### src/rtl/d_cache_ctrl_if.sv
// Bus bundle for the data cache: CPU MEM-stage request/response on one side
// and the line-wide main-memory port on the other. The cache uses the slave
// view; the pipeline/memory environment uses the master view.
interface d_cache_ctrl_if;
    logic [15:0] cpu_addr;
    logic [15:0] cpu_wdata;
    logic        cpu_rd;
    logic        cpu_wr;
    logic [15:0] cpu_rdata;
    logic        stall;
    logic [13:0] mem_addr;
    logic        mem_rd_req;
    logic        mem_wr_req;
    logic [63:0] mem_wdata;
    logic [63:0] mem_rdata;
    logic        mem_rdy;

    modport slave (
        input  cpu_addr,
        input  cpu_wdata,
        input  cpu_rd,
        input  cpu_wr,
        output cpu_rdata,
        output stall,
        output mem_addr,
        output mem_rd_req,
        output mem_wr_req,
        output mem_wdata,
        input  mem_rdata,
        input  mem_rdy
    );

    modport master (
        output cpu_addr,
        output cpu_wdata,
        output cpu_rd,
        output cpu_wr,
        input  cpu_rdata,
        input  stall,
        input  mem_addr,
        input  mem_rd_req,
        input  mem_wr_req,
        input  mem_wdata,
        output mem_rdata,
        output mem_rdy
    );
endinterface

### src/rtl/d_cache_ctrl.sv
// Write-back, write-allocate, direct-mapped data cache controller.
// 8 lines x 4 words x 16 bits. Hits complete combinationally in the same
// cycle; misses stall the pipeline while the victim is written back (if
// dirty) and the new line is fetched. The miss tag/index are latched when
// the miss is detected so the memory transaction stays coherent even if the
// CPU drops or changes its request part-way through.
module d_cache_ctrl (
    input  logic          clk,
    input  logic          rst_n,
    d_cache_ctrl_if.slave bus
);

    typedef enum logic [1:0] {
        IDLE   = 2'd0,
        WRBACK = 2'd1,
        ALLOC  = 2'd2
    } state_t;

    state_t      state_r;
    state_t      next_state_s;

    // Per-line state and storage
    logic [7:0]  valid_r;
    logic [7:0]  dirty_r;
    logic [10:0] tag_r  [8];
    logic [63:0] line_r [8];

    // Latched miss address
    logic [10:0] miss_tag_r;
    logic [2:0]  miss_idx_r;

    // Request decode
    logic [10:0] req_tag_s;
    logic [2:0]  req_idx_s;
    logic [1:0]  req_off_s;
    logic        access_s;
    logic        hit_s;
    logic        wr_hit_s;
    logic [15:0] hit_word_s;

    // FSM control strobes
    logic        miss_start_s;
    logic        wb_done_s;
    logic        fill_s;
    logic        mem_rd_req_s;
    logic        mem_wr_req_s;
    logic [13:0] mem_addr_s;
    logic [63:0] mem_wdata_s;

    assign req_tag_s  = bus.cpu_addr[15:5];
    assign req_idx_s  = bus.cpu_addr[4:2];
    assign req_off_s  = bus.cpu_addr[1:0];
    assign access_s   = bus.cpu_rd | bus.cpu_wr;
    assign hit_s      = valid_r[req_idx_s] & (tag_r[req_idx_s] == req_tag_s);
    assign hit_word_s = line_r[req_idx_s][{req_off_s, 4'd0} +: 16];

    // A store wins over a simultaneous load; hits only retire in IDLE.
    assign wr_hit_s   = (state_r == IDLE) & bus.cpu_wr & hit_s;

    // State register
    always_ff @(posedge clk or negedge rst_n) begin
        if (!rst_n) begin
            state_r <= IDLE;
        end else begin
            state_r <= next_state_s;
        end
    end

    // Next-state and memory-port decode
    always_comb begin
        next_state_s = state_r;
        miss_start_s = 1'b0;
        wb_done_s    = 1'b0;
        fill_s       = 1'b0;
        mem_rd_req_s = 1'b0;
        mem_wr_req_s = 1'b0;
        mem_addr_s   = 14'd0;
        mem_wdata_s  = 64'd0;
        case (state_r)
            IDLE: begin
                // mem_rdy is deliberately not looked at here
                if (access_s && !hit_s) begin
                    miss_start_s = 1'b1;
                    if (valid_r[req_idx_s] && dirty_r[req_idx_s]) begin
                        next_state_s = WRBACK;
                    end else begin
                        next_state_s = ALLOC;
                    end
                end else begin
                    next_state_s = IDLE;
                end
            end
            WRBACK: begin
                mem_wr_req_s = 1'b1;
                mem_addr_s   = {tag_r[miss_idx_r], miss_idx_r};
                mem_wdata_s  = line_r[miss_idx_r];
                if (bus.mem_rdy) begin
                    wb_done_s    = 1'b1;
                    next_state_s = ALLOC;
                end else begin
                    next_state_s = WRBACK;
                end
            end
            ALLOC: begin
                mem_rd_req_s = 1'b1;
                mem_addr_s   = {miss_tag_r, miss_idx_r};
                if (bus.mem_rdy) begin
                    fill_s       = 1'b1;
                    next_state_s = IDLE;
                end else begin
                    next_state_s = ALLOC;
                end
            end
            default: begin
                next_state_s = IDLE;
            end
        endcase
    end

    // Capture the missing address at the moment the miss is detected
    always_ff @(posedge clk or negedge rst_n) begin
        if (!rst_n) begin
            miss_tag_r <= 11'd0;
            miss_idx_r <= 3'd0;
        end else if (miss_start_s) begin
            miss_tag_r <= req_tag_s;
            miss_idx_r <= req_idx_s;
        end
    end

    // Valid/dirty bookkeeping: fill, write-back completion, store hit
    always_ff @(posedge clk or negedge rst_n) begin
        if (!rst_n) begin
            valid_r <= 8'd0;
            dirty_r <= 8'd0;
        end else if (fill_s) begin
            valid_r[miss_idx_r] <= 1'b1;
            dirty_r[miss_idx_r] <= 1'b0;
        end else if (wb_done_s) begin
            dirty_r[miss_idx_r] <= 1'b0;
        end else if (wr_hit_s) begin
            dirty_r[req_idx_s] <= 1'b1;
        end
    end

    // Tag and data arrays: line fill or single-word store merge
    always_ff @(posedge clk) begin
        if (fill_s) begin
            line_r[miss_idx_r] <= bus.mem_rdata;
            tag_r[miss_idx_r]  <= miss_tag_r;
        end else if (wr_hit_s) begin
            line_r[req_idx_s][{req_off_s, 4'd0} +: 16] <= bus.cpu_wdata;
        end
    end

    // CPU-side outputs are combinational; forced quiet while in reset.
    // Load data is only returned for a pure load that hits in IDLE.
    assign bus.stall     = rst_n & ((state_r != IDLE) | (access_s & ~hit_s));
    assign bus.cpu_rdata = (rst_n && (state_r == IDLE) && bus.cpu_rd && !bus.cpu_wr && hit_s)
                           ? hit_word_s : 16'd0;

    assign bus.mem_rd_req = mem_rd_req_s;
    assign bus.mem_wr_req = mem_wr_req_s;
    assign bus.mem_addr   = mem_addr_s;
    assign bus.mem_wdata  = mem_wdata_s;

endmodule

### src/flat_wrapper.sv
// flat-port wrapper written by rule: the top's interface ports become plain ports
module d_cache_ctrl_flat 
  (clk, rst_n, bus_cpu_addr, bus_cpu_wdata, bus_cpu_rd, bus_cpu_wr, bus_cpu_rdata, bus_stall, bus_mem_addr, bus_mem_rd_req, bus_mem_wr_req, bus_mem_wdata, bus_mem_rdata, bus_mem_rdy);
  d_cache_ctrl_if bus_i ();
  input  logic clk;
  input  logic rst_n;
  input wire logic [$bits(bus_i.cpu_addr)-1:0] bus_cpu_addr;
  input wire logic [$bits(bus_i.cpu_wdata)-1:0] bus_cpu_wdata;
  input wire logic [$bits(bus_i.cpu_rd)-1:0] bus_cpu_rd;
  input wire logic [$bits(bus_i.cpu_wr)-1:0] bus_cpu_wr;
  output wire logic [$bits(bus_i.cpu_rdata)-1:0] bus_cpu_rdata;
  output wire logic [$bits(bus_i.stall)-1:0] bus_stall;
  output wire logic [$bits(bus_i.mem_addr)-1:0] bus_mem_addr;
  output wire logic [$bits(bus_i.mem_rd_req)-1:0] bus_mem_rd_req;
  output wire logic [$bits(bus_i.mem_wr_req)-1:0] bus_mem_wr_req;
  output wire logic [$bits(bus_i.mem_wdata)-1:0] bus_mem_wdata;
  input wire logic [$bits(bus_i.mem_rdata)-1:0] bus_mem_rdata;
  input wire logic [$bits(bus_i.mem_rdy)-1:0] bus_mem_rdy;
  assign bus_i.cpu_addr = bus_cpu_addr;
  assign bus_i.cpu_wdata = bus_cpu_wdata;
  assign bus_i.cpu_rd = bus_cpu_rd;
  assign bus_i.cpu_wr = bus_cpu_wr;
  assign bus_cpu_rdata = bus_i.cpu_rdata;
  assign bus_stall = bus_i.stall;
  assign bus_mem_addr = bus_i.mem_addr;
  assign bus_mem_rd_req = bus_i.mem_rd_req;
  assign bus_mem_wr_req = bus_i.mem_wr_req;
  assign bus_mem_wdata = bus_i.mem_wdata;
  assign bus_i.mem_rdata = bus_mem_rdata;
  assign bus_i.mem_rdy = bus_mem_rdy;
  d_cache_ctrl u_core (.clk(clk), .rst_n(rst_n), .bus(bus_i));
endmodule
### config.mk
export PLATFORM = sky130hd
export DESIGN_NAME = d_cache_ctrl_flat
export DESIGN_NICKNAME = d
export VERILOG_FILES = /design/src/rtl/d_cache_ctrl_if.sv /design/src/rtl/d_cache_ctrl.sv /design/src/flat_wrapper.sv
export SDC_FILE = /design/constraint.sdc
export NUM_CORES = 1
export LEC_CHECK = 0
export CELL_PAD_IN_SITES_DETAIL_PLACEMENT = 0
export CELL_PAD_IN_SITES_GLOBAL_PLACEMENT = 1
export CORE_AREA = 2 2 260 262
export CTS_BUF_LIST = sky130_fd_sc_hd__clkbuf_4 sky130_fd_sc_hd__clkbuf_8
export DETAILED_ROUTE_END_ITERATION = 8
export DIE_AREA = 0 0 262 264
export PLACE_DENSITY_LB_ADDON = 0.1
export SLEW_MARGIN = 30
export SYNTH_ARGS = -nofsm -noshare
export SYNTH_HDL_FRONTEND = slang
export SYNTH_SLANG_ARGS = --single-unit
### constraint.sdc
create_clock -name clk -period 4.8 [get_ports clk]
set_input_delay 1.2 -clock clk [delete_from_list [all_inputs] [get_ports clk]]
set_output_delay 1.2 -clock clk [all_outputs]
set_load 0.1 [all_outputs]
==> results.toml <==
[final_layout]
drive_gt1_share_pct = 31.5
fin_nets = 2742
nFillCells = 5253
area_growth_pct = 29.3

[critical_path]
crit_arrival_ns = 3.60
timing.rr.start = "u_core.tag_r[4][2]"
cp_max_fo = 17
regToRegSetupSlack_ns = 1.12
path_class = "input pin to output pin"
cp-start-kind = "input pin"
end_kind = "output pin"
cp.required_ns = 3.60
r2r_cells = 11
rr_endpoint = "u_core.line_r[2][6]"

[clock_network]
numCtsBuffers = 104
h-tree-depth = 3
clockBufferDepth = 3
numClockSinks = 632
cts_tree = "yes"
hold_buffers = 0
cts_root_buffer = "clkbuf_8"
clk_pin_slew_ns = 0.06
clock_latency_ns = 0.73

[power_and_ir_drop]
pwr-share-clk_pct = 25.3
p_leak_nw = 13.4
internal_power_mw = 11.4
p_comb_share_pct = 35.5
power_density_nw_per_um2 = 471
p_seq_share_pct = 39.2
swShare_pct = 37.9
switching_power_mw = 6.96
irDropWorstVdd_v = 0.000324
total_power_mw = 18.4

[synth]
synth_top_area_share_pct = 59.7
avgSynthCellArea_um2 = 13.4
netlist_area_um2 = 30200
ys_types = 70
yosys_register_bits = 632
synth_nets = 2356
ys.flop_type = "edfxtp_1"
async_flop_share_pct = 5.06
synthCells = 2247
ys_seq_area_share_pct = 62.4
yosysWarnings = 0
yosysMostFrequentCell = "edfxtp_1"
synth_top_area_cell = "edfxtp_1"
ys_top_cells_by_count = "edfxtp_1 (600), a22oi_1 (249), mux2i_1 (150)"
synthTopCellsByArea = "edfxtp_1 (60%), a22oi_1 (6.2%), mux2i_1 (5.0%)"
synth_edf_count = 600

[sta]
relSlewSlack_pct = 42.0
rsz0062_at_grt = "true"
setup_tns_ns = 0
tightest_slew_ns = 0.870
finalHoldViolCount = 0
setup_violations = 0
slew_viol_final = 0
min_period_ns = 4.80
skew_ns = 0.0293
fmax_mhz = 208
finalCritPeriodShare_pct = 99.9
setup_ws_ns = 0.00320

[global_route]
grt_max_degree = 54
grt_usage_pct = 35.3
grt_pass1_wl_mm = 172
grt_pass1_vias = 23800
antenna_found_initial = 3
overflow = 0

[drt]
wl_met1_mm = 46.6
routed_wl_mm = 123
vias = 24100
wl_met2_mm = 57.1
firstDrtPassIters = 5
met3WireLength_mm = 13.6
drtIter0Drc = 3546
via_per_inst = 6.72
top_layer = "met5"
ant_nets = 0
drc = 0
wire_per_inst_um = 34.3

[placed_design]
place_hpwl_mm = 79.0
post-place-ws_ns = -0.231
numPortBuffers = 197
gp_congestion = 0.924

[hold_path]
worstHoldPathType = "flip-flop to flip-flop"
min_path_cells = 1
holdPathEnd = "u_core.valid_r[3]"
holdCritStartpoint = "u_core.valid_r[3]"

[job]
maxCapViolCount = 0

[die]
die_h_um = 264
rows = 95
die-area_um2 = 69200
start_util_pct = 45.3
core_um2 = 66600
die_w_um = 262
pin_count = 198

[run_status]
status = "completed"
critical path: stages:
cell,delay (ns)
buf_16,0.15
mux4_2,0.52
mux2i_1,0.18
xor2_1,0.36
nand2_2,0.15
nor3_4,0.19
nand3_4,0.11
buf_12,0.21
a211oi_4,0.28
buf_12,0.22
how the worst max path moves through the flow:
stage | startpoint | endpoint | slack [ns] | cells after the start
6_report | bus_cpu_addr[2] | bus_cpu_rdata[9] | 0.003 | 10
5_1_grt | bus_cpu_addr[2] | bus_cpu_rdata[4] | -0.07 | 12
3_5_place_dp | bus_cpu_addr[2] | bus_cpu_rdata[15] | -0.23 | 12
2_1_floorplan | bus_cpu_addr[2] | bus_cpu_rdata[10] | -0.69 | 13
4_1_cts | bus_cpu_addr[2] | bus_cpu_rdata[9] | -0.05 | 10
3_3_place_gp | bus_cpu_addr[2] | bus_cpu_rdata[15] | -0.27 | 12
per-layer routing:
metal | global-route usage (%) | vias to the layer above
met3 | 8.16 | 318
met2 | 54.8 | 1755
li1 | - | 9870
met5 | 0 | -
met1 | 47.2 | 12200
met4 | 15.7 | 4
state kept, by name (all words and copies together) (netlist names):
name               count
u_core.miss_tag_r     11
u_core.tag_r          88
u_core.miss_idx_r      3
u_core.state_r         2
u_core.valid_r         8
u_core.line_r        512
u_core.dirty_r         8
layout by cell type, fill, tap and decap left out, types with 12 or more instances in the layout:
master / Yosys / layout
nor2b_1: 13 / 12
a41oi_1: 60 / 15
a21oi_1: 113 / 70
nand2b_1: 15 / 14
mux2_2: 110 / 110
o221ai_1: 39 / 39
a22oi_1: 249 / 247
clkdlybuf4s50_1: 0 / 94
buf_12: 1 / 138
buf_4: 8 / 223
nor3_1: 31 / 15
mux4_2: 26 / 26
edfxtp_1: 600 / 600
o22ai_1: 106 / 105
clkbuf_4: 0 / 31
o21ai_0: 40 / 37
clkinv_1: 1 / 29
nand2_1: 106 / 103
inv_1: 80 / 79
a21oi_2: 1 / 43
a221oi_1: 34 / 29
clkinv_2: 0 / 12
dfrtp_1: 32 / 29
clkbuf_8: 0 / 112
nor2_1: 86 / 77
a41oi_2: 0 / 45
mux2i_1: 150 / 150
through the flow:
stage               hold WS (ns)  utilization (%)  cells  area, um2
floorplan                  0.439                -   2247      30800
global placement           0.452             54.9   3389      36500
detailed placement         0.453             54.9   3389      36600
CTS                        0.467             58.3   3585      38800
global route               0.488             58.6   3590      39000
finish                     0.467             58.6   3590      39000
area by class of cell:
type | count | area (um2) | share of cell area [%]
inverters | 82 | 310 | 0.795
well taps | 873 | 1090 | 2.80
multi-input cells | 1346 | 11200 | 28.7
diodes | 1 | 2.50 | 0.00641
clock buffers | 143 | 1770 | 4.55
repair buffers | 467 | 5560 | 14.3
clock inverters | 46 | 265 | 0.680
flip-flops and latches | 632 | 18800 | 48.3
timing repair:
action / in CTS / in global routing
gates resized for setup: 24 / 37
setup endpoints to repair: 30 / 19
setup buffers: 6 / 3
pin swaps: 8 / 13
cloned: 1 / 1
logic make-up (layout without fill, tap and decap cells):
group | after synthesis | after routing | synth area share (%)
adders and majority gates | 8 | 8 | 0.332
muxes | 293 | 293 | 11.3
buffers and inverters | 269 | 738 | 3.85
other | 0 | 1 | 0
DFF | 632 | 632 | 62.4
AOI/OAI and AO/OA | 726 | 726 | 17.1
xor gates and xnor gates | 7 | 7 | 0.203
and+or+nand+nor | 312 | 312 | 4.84
power by group through the flow:
stage               clock network (mW)  logic, mW  registers [mW]
floorplan                            0       3.56            7.09
global placement                     0       6.24            7.26
detailed placement                   0       6.28            7.29
CTS                               4.70       6.35            7.18
global route                      4.94       6.71            7.25
finish                            4.66       6.53            7.20
Note: power is estimated with default switching activity, not from simulation.
